==> src/rtl/round_controller_pkg.sv <==
// Shared constants for the round controller: FSM state codes, target sum, LED codes.
// Used by round_controller and its optional round_timer (built with ROUND_TIMER_EN).
package round_controller_pkg;

    localparam logic [2:0] ST_IDLE  = 3'd0;
    localparam logic [2:0] ST_PLAY  = 3'd1;
    localparam logic [2:0] ST_CHECK = 3'd2;
    localparam logic [2:0] ST_WIN   = 3'd3;
    localparam logic [2:0] ST_LOSE  = 3'd4;

    localparam logic [4:0] TARGET_SUM = 5'd15;

    localparam logic [1:0] LED_IDLE = 2'b00;
    localparam logic [1:0] LED_PLAY = 2'b01;
    localparam logic [1:0] LED_WIN  = 2'b10;

    localparam int SECS_W = 8;

    function automatic logic [3:0] sat_inc4(input logic [3:0] v);
        return (v == 4'hF) ? v : v + 4'd1;
    endfunction

endpackage

==> src/rtl/round_controller_timer.sv <==
// round_timer: per-round countdown, a prescaler dividing clk into one-second ticks
// feeding a seconds down-counter; expired stays high once the count reaches zero.
module round_timer
    import round_controller_pkg::*;
#(
    parameter int TICKS_PER_SEC = 50000000,
    parameter int ROUND_SECONDS = 30
) (
    input  logic clk,
    input  logic rst_n,
    input  logic reload,
    input  logic enable,
    output logic expired
);

    localparam int PRE_W = (TICKS_PER_SEC > 1) ? $clog2(TICKS_PER_SEC) : 1;
    localparam logic [PRE_W-1:0] PRE_LAST = PRE_W'(TICKS_PER_SEC - 1);

    logic [PRE_W-1:0]  pre;
    logic [SECS_W-1:0] secs;

    // NOTE: sequential state uses non-blocking assignments so every flop samples pre-edge values.
    always_ff @(posedge clk or negedge rst_n) begin
        if (!rst_n) begin
            pre  <= '0;
            secs <= '0;
        end else if (reload) begin
            pre  <= '0;
            secs <= SECS_W'(ROUND_SECONDS);
        end else if (enable && secs != '0) begin
            if (pre == PRE_LAST) begin
                pre  <= '0;
                secs <= secs - 1'b1;
            end else begin
                pre <= pre + 1'b1;
            end
        end
    end

    assign expired = (secs == '0);

endmodule

==> src/rtl/round_controller.sv <==
// round_controller: sum-to-15 game FSM with running sum, load budget and saturating score.
// Define ROUND_TIMER_EN to add a per-round countdown that loses the round on expiry.
module round_controller
    import round_controller_pkg::*;
#(
    parameter int TICKS_PER_SEC = 50000000,
    parameter int ROUND_SECONDS = 30,
    parameter int MAX_LOADS     = 4
) (
    input  logic       clk,
    input  logic       rst,
    input  logic       start,
    input  logic       load,
    input  logic [3:0] operand,
    output logic [3:0] sum,
    output logic [1:0] leds,
    output logic [3:0] score,
    output logic [3:0] loads_left,
    output logic       busy,
    output logic       timeout
);

    if (TICKS_PER_SEC < 1 || ROUND_SECONDS < 1 || ROUND_SECONDS > 255 ||
        MAX_LOADS < 1 || MAX_LOADS > 15) begin : g_bad_cfg
        $error("round_controller: parameter out of range");
    end

    // Reset asserts immediately but is released only after two clean clk edges.
    logic [1:0] rst_sync;
    logic       rst_n;

    always_ff @(posedge clk or negedge rst) begin
        if (!rst) rst_sync <= 2'b00;
        else      rst_sync <= {rst_sync[0], 1'b1};
    end

    assign rst_n = rst_sync[1];

    logic [2:0] state;
    logic [4:0] acc;
    logic       start_round;
    logic       expire_hit;

    assign start_round = start &&
                         (state == ST_IDLE || state == ST_WIN || state == ST_LOSE);

`ifdef ROUND_TIMER_EN
    logic expired;
    logic timeout_r;

    round_timer #(
        .TICKS_PER_SEC(TICKS_PER_SEC),
        .ROUND_SECONDS(ROUND_SECONDS)
    ) u_timer (
        .clk    (clk),
        .rst_n  (rst_n),
        .reload (start_round),
        .enable (busy),
        .expired(expired)
    );

    // A load in the expiry cycle takes priority; expiry is seen again on return to PLAY.
    assign expire_hit = (state == ST_PLAY) && !load && expired;

    always_ff @(posedge clk or negedge rst_n) begin
        if (!rst_n)          timeout_r <= 1'b0;
        else if (start_round) timeout_r <= 1'b0;
        else if (expire_hit)  timeout_r <= 1'b1;
    end

    assign timeout = timeout_r;
`else
    assign expire_hit = 1'b0;
    assign timeout    = 1'b0;
`endif

    always_ff @(posedge clk or negedge rst_n) begin
        if (!rst_n) begin
            state      <= ST_IDLE;
            acc        <= '0;
            loads_left <= '0;
            score      <= '0;
        end else begin
            case (state)
                ST_IDLE, ST_WIN, ST_LOSE: begin
                    if (start_round) begin
                        state      <= ST_PLAY;
                        acc        <= '0;
                        loads_left <= 4'(MAX_LOADS);
                    end
                end
                ST_PLAY: begin
                    if (load) begin
                        // acc never exceeds 15 in PLAY, so the 5-bit add cannot wrap.
                        acc        <= acc + {1'b0, operand};
                        loads_left <= loads_left - 4'd1;
                        state      <= ST_CHECK;
                    end else if (expire_hit) begin
                        state <= ST_LOSE;
                    end
                end
                ST_CHECK: begin
                    if (acc == TARGET_SUM) begin
                        state <= ST_WIN;
                        score <= sat_inc4(score);
                    end else if (acc > TARGET_SUM) begin
                        state <= ST_LOSE;
                        acc   <= TARGET_SUM;
                    end else if (loads_left == 4'd0) begin
                        state <= ST_LOSE;
                    end else begin
                        state <= ST_PLAY;
                    end
                end
                default: state <= ST_IDLE;
            endcase
        end
    end

    assign sum  = acc[4] ? 4'hF : acc[3:0];
    assign busy = (state == ST_PLAY) || (state == ST_CHECK);

    always_comb begin
        case (state)
            ST_IDLE: leds = LED_IDLE;
            ST_WIN:  leds = LED_WIN;
            default: leds = LED_PLAY;
        endcase
    end

endmodule

==> config.mk <==
export PLATFORM = sky130hd
export DESIGN_NAME = round_controller
export DESIGN_NICKNAME = d
export VERILOG_FILES = /design/src/rtl/round_controller_pkg.sv /design/src/rtl/round_controller_timer.sv /design/src/rtl/round_controller.sv
export SDC_FILE = /design/constraint.sdc
export NUM_CORES = 1
export LEC_CHECK = 0
export CAP_MARGIN = 10
export CORE_ASPECT_RATIO = 0.8
export CORE_MARGIN = 3
export CORE_UTILIZATION = 44
export DETAILED_ROUTE_END_ITERATION = 8
export GPL_TIMING_DRIVEN = 1
export PLACE_DENSITY = 0.74
export SKIP_CTS_REPAIR_TIMING = 1
export SYNTH_ARGS = -nofsm -noshare
export SYNTH_HDL_FRONTEND = slang
export SYNTH_SLANG_ARGS = --single-unit
==> constraint.sdc <==
create_clock -name clk -period 1.02 [get_ports clk]
set_input_delay 0.204 -clock clk [delete_from_list [all_inputs] [get_ports clk]]
set_output_delay 0.204 -clock clk [all_outputs]
set_load 0.01 [all_outputs]
# Word-level counts from Yosys, hierarchy flattened
# Index checks and enable logic that the tools add are counted.
[totals]
regBits = 18
input_bits = 8
out_inout_bits = 16
word_cells = 49
[op_classes]
n_addsub = 3
order_cmp = 1
eq_ne = 10
mux = 16
n_bitwise = 1
n_reduce_logical = 13
[op_table]
columns = ["cell", "n"]
rows = [
  ["5-bit 2-to-1 mux", 4],
  ["3-bit 2-to-1 mux", 5],
  ["5-bit one-hot mux with 3 select lines", 1],
  ["4-bit 2-to-1 mux", 3],
  ["3-bit one-hot mux with 3 select lines", 1],
  ["2-bit != test, second input constant", 4],
  ["4-bit one-hot mux with 2 select lines", 1],
  ["3-bit by 2-bit == test with 1-bit output, second input constant", 2],
  ["3-bit AND reduction", 2],
  ["5-bit by 4-bit adder with 5-bit output", 1],
  ["5-bit by 4-bit == test with 1-bit output, second input constant", 1],
  ["5-bit by 4-bit > comparator with 1-bit output, second input constant", 1],
  ["5-bit AND reduction", 1],
  ["4-bit by 1-bit adder with 4-bit output, second input constant", 1],
  ["4-bit == test, second input constant", 1],
  ["4-bit zero test", 1],
  ["2-bit one-hot mux with 2 select lines", 1],
  ["4-bit by 1-bit subtractor with 4-bit output, second input constant", 1],
  ["3-bit by 1-bit == test with 1-bit output, second input constant", 1],
  ["3-bit == test, second input constant", 1],
  ["3-bit zero test", 1],
  ["1-bit logical OR", 3],
  ["3-bit nonzero test", 1],
  ["3-bit OR reduction", 1],
  ["other kinds (4)", 4],
]

# Depth between registers and ports, before layout
[logic_depth]
depth_word = 6
depth_mapped = 6
depth_no_buf = 6

# Worst setup path before layout
# OpenSTA, ideal clock, no wires.
[synth_timing]
path_type = "register to register"
startpoint = "register acc[0]"
endpoint = "register acc[4]"
setup_time_ps = 78
arrival_time_ps = 1504
t_required_ps = 942
path_slack_ps = -561
stages_incl_launch_ff = 7
path_buffers = 0
period_less_slack_ps = 1581
cell_sequence = "dfrtp_1 -> ha_1 -> fa_1 -> a21o_1 -> a21oi_1 -> o21ai_0 -> a21boi_1"
[synth_via]
elab_chain_cells = 3
word_cells_on_any_way = 8
classes_between = "add/sub (1); order compare (1); eq/ne (3); mux (2); reduce/logical (1)"
[synth_lines]
columns = ["element", "line", "text"]
rows = [
  ["start, declared", "round_controller.sv:40", "logic [4:0] acc;"],
  ["start signal, assigned", "round_controller.sv:95", "acc <= acc + {1'b0, operand};"],
  ["5-bit by 4-bit adder with 5-bit output, or another cell as far along", "round_controller.sv:95", ""],
  ["5-bit 2-to-1 mux / 2-bit != test (equally long branches)", "--", ""],
  ["5-bit one-hot mux with 3 select lines / 5-bit AND reduction (equally long branches)", "--", ""],
]
# Parallel ways exist; a longest one is shown, timed or not. The select of a mux whose other input is x is not followed.
# A chain may end at the register's enable or synchronous reset.

# Worst setup path in the final report
[layout_timing]
startpoint = "register acc[4]"
endpoint = "register acc[3]"
[layout_via]
elab_chain_cells = 3
word_cells_on_any_way = 5
classes_between = "order compare (1); eq/ne (3); reduce/logical (1)"
[layout_lines]
columns = ["element", "line"]
rows = [
  ["5-bit by 4-bit > comparator with 1-bit output / 5-bit by 4-bit == test with 1-bit output (equally long branches)", "round_controller.sv:106, round_controller.sv:103"],
  ["2-bit != test (no line)", "--"],
  ["5-bit AND reduction (no line) *", "--"],
]
# Mark *: on every way between the ends. The rest lies on a longest branch, timed or not.

==> run_results.csv <==
group,metric,value,unit
status,outcome,"complete, but fails checks",
status,failed_checks,"negative setup slack",
floorplanning,io_pins,24,
timing,skew,0.006489,ns
place,port_buffers,22,
timing,period_share,161.3,%
timing,setup_viol,31,
drt,first_iter_violations,67,
logic_synthesis,yosysWarnings,0,
timing,setup_ws,-0.6248,ns
logic_synthesis,synth.most_common_cell,"dfrtp_1",
floorplanning,die-area,0.003082,mm2
run,maxCapViolations,0,
clocking,cts.sinks,18,
drt,vias_per_cell,5.719,
timing,tns,-12.47,ns
timing,finalMaxSlewViolations,0,
logic_synthesis,syn_nets,127,
logic_synthesis,synth_area_leader_cell,"dfrtp_1",
clocking,cts_buffer_depth,2,
layout,drive_above_1_share,60.11,%
critical_path,crit_type,"reg -> reg",
grt,grt_overflow,0,
critical_path,arrival,1.82,ns
floorplanning,start_util,48.24,%
clocking,cts.clk_slew.worst_paths,0.10,ns
critical_path,cp_max_fo,5,
clocking,htreeDepth,1,
clocking,cts_tree,"yes",
logic_synthesis,synth_cell_types,38,
timing,rsz0062_at_grt,"true",
logic_synthesis,synthArstFlopShare,100.0,%
logic_synthesis,syn_area,0.001077,mm2
floorplanning,die_w,61.32,um
place,place_ws,-0.8216,ns
drt,drc,0,
logic_synthesis,synthTopCellsByArea,"dfrtp_1 42%, ha_1 7.0%, a21oi_1 4.2%",
layout,nNetsFinal,194,
grt,grtUsageTotal,20.09,%
drt,wl,3946,um
power,ir_worst_vdd,2228,uV
layout,fillCellCount,108,
logic_synthesis,synth_edf_count,0,
grt,grt_pass1_vias,1005,
logic_synthesis,seq_area_frac_synth,41.81,%
drt,vias,1161,
power,powerDensity,3081,mW/mm2
place,dp_hpwl,2195,um
grt,antenna_found_initial,0,
layout,antenna_cells,0,
power,total_leakage_power,0.0009001,uW
logic_synthesis,netlist_instances,112,
logic_synthesis,synth_top_area_share,41.81,%
clocking,clkLatencyLatePin,0.30,ns
place,place_congestion,0.8336,
timing,hold_viol,0,
timing,fmax,0.6080,GHz
hold_path,hold_path_class,"in -> async",
logic_synthesis,avgSynthCellArea,9.619,um2
clocking,root_buffer,"clkbuf_4",
grt,grt_max_degree,17,
floorplanning,core_region_area,0.002233,mm2
logic_synthesis,ys_ff_latch,18,
grt,grt_first_pass_wirelength,4560,um
layout,area_growth,79.68,%
clocking,numCtsBuffers,3,
critical_path,crit_path_end_kind,"register",
timing,min_period,1.645,ns
drt,wl_per_cell,19.44,um
critical_path,critPathLaunchType,"register",
drt,first_pass_iters,4,
drt,final_antenna_net_count,0,
logic_synthesis,synth_ff_type,"dfrtp_1",
critical_path,crit_required,1.20,ns
floorplanning,rows,15,
logic_synthesis,synth_commonest_cells,"18 x dfrtp_1, 9 x a21oi_1, 8 x nor2_1, 7 x nand2_1, 6 x ha_1",
floorplanning,die_y,50.26,um
[worst max-delay path: stages (launching register included)]
cell and delay [ns]:
dfrtp_2 0.43, buf_6 0.13, buf_6 0.12, mux2_4 0.28, a211o_4 0.37, nor2_2 0.12
a31oi_1 0.06
[cells in the final DEF, fill, tap and decap left out, drive strengths merged, types with 2 or more instances in the layout]
| cell | count |
|---|---|
| clkdlybuf4s50 | 7 |
| mux2 | 3 |
| a21oi | 9 |
| nand2b | 3 |
| buf | 53 |
| or3 | 2 |
| nor2b | 4 |
| a211o | 2 |
| conb | 2 |
| nand3 | 2 |
| inv | 2 |
| a31oi | 2 |
| nor4 | 2 |
| xor2 | 4 |
| or2 | 4 |
| nor3b | 3 |
| o21ai | 6 |
| dfrtp | 18 |
| nor2 | 8 |
| a21o | 2 |
| clkbuf | 9 |
| ha | 6 |
| and2 | 4 |
| nand4 | 2 |
| nor3 | 2 |
| nand2 | 7 |
[stage by stage]
step | instance area [um2] | hold slack [ns] | std cells | utilization (%) | power, uW
finish | 1936 | 0.05081 | 203 | 86.67 | 5964
global route | 1936 | 0.03813 | 203 | 86.67 | 6265
CTS | 1660 | 0.05321 | 189 | 74.34 | 4783
detailed placement | 1624 | 0.1893 | 185 | 72.72 | 4325
global placement | 1624 | 0.1860 | 185 | 72.72 | 4220
floorplan | 1181 | -0.09159 | 112 | - | 2878
[metal layers]
layer	GRT usage, %	vias up	routed length, um
met5	0	-	0
met1	27.45	588	1701
met2	32.04	36	2051
li1	-	529	-
met3	5.141	8	162
met4	3.610	0	31
[registers in the layout (all words and copies together), names as in the netlist]
| name | count |
|---|---|
| acc | 5 |
| rst_sync | 2 |
| score | 4 |
| state | 3 |
| loads_left | 4 |
[path summary, 6_finish.rpt]
path	to	depth (start not counted)	from	slack, ns
worst max-delay path	acc[3]	6	acc[4]	-0.62
worst min-delay path	rst_sync[1]	1	rst	0.05
worst max register to register	acc[3]	6	acc[4]	-0.62
worst min register to register	score[1]	1	rst_sync[1]	0.20
max in group asynchronous	acc[2]	1	rst_sync[1]	0.62
min in group clk	rst_sync[1]	0	rst_sync[0]	0.36
[power breakdown]
group | switching (uW) | total, uW | internal, uW
clock | 229 | 447 | 218
sequential | 248 | 1210 | 965
combinational | 1930 | 4300 | 2370
[kinds of logic after synthesis]
| group | synth area share [%] |
|---|---|
| flip-flops | 41.81 |
| buffers and inverters | 2.556 |
| AND/OR/NAND/NOR | 24.97 |
| multiplexers | 3.136 |
| AO/OA/AOI/OAI | 14.75 |
| adder cells (fa/ha/maj) | 8.827 |
| other | 0.6971 |
| XOR/XNOR | 3.252 |
[area by class of cell]
type / instances / area [um2] / area share, %
clock buffers: 4 / 36.28 / 1.875
inverters: 2 / 7.507 / 0.3878
multi-input cells: 88 / 812.0 / 41.95
flip-flops and latches: 18 / 456.7 / 23.59
well taps: 25 / 31.28 / 1.616
repair buffers: 66 / 591.8 / 30.58
No activity file was read; power rests on OpenSTA's default activity.
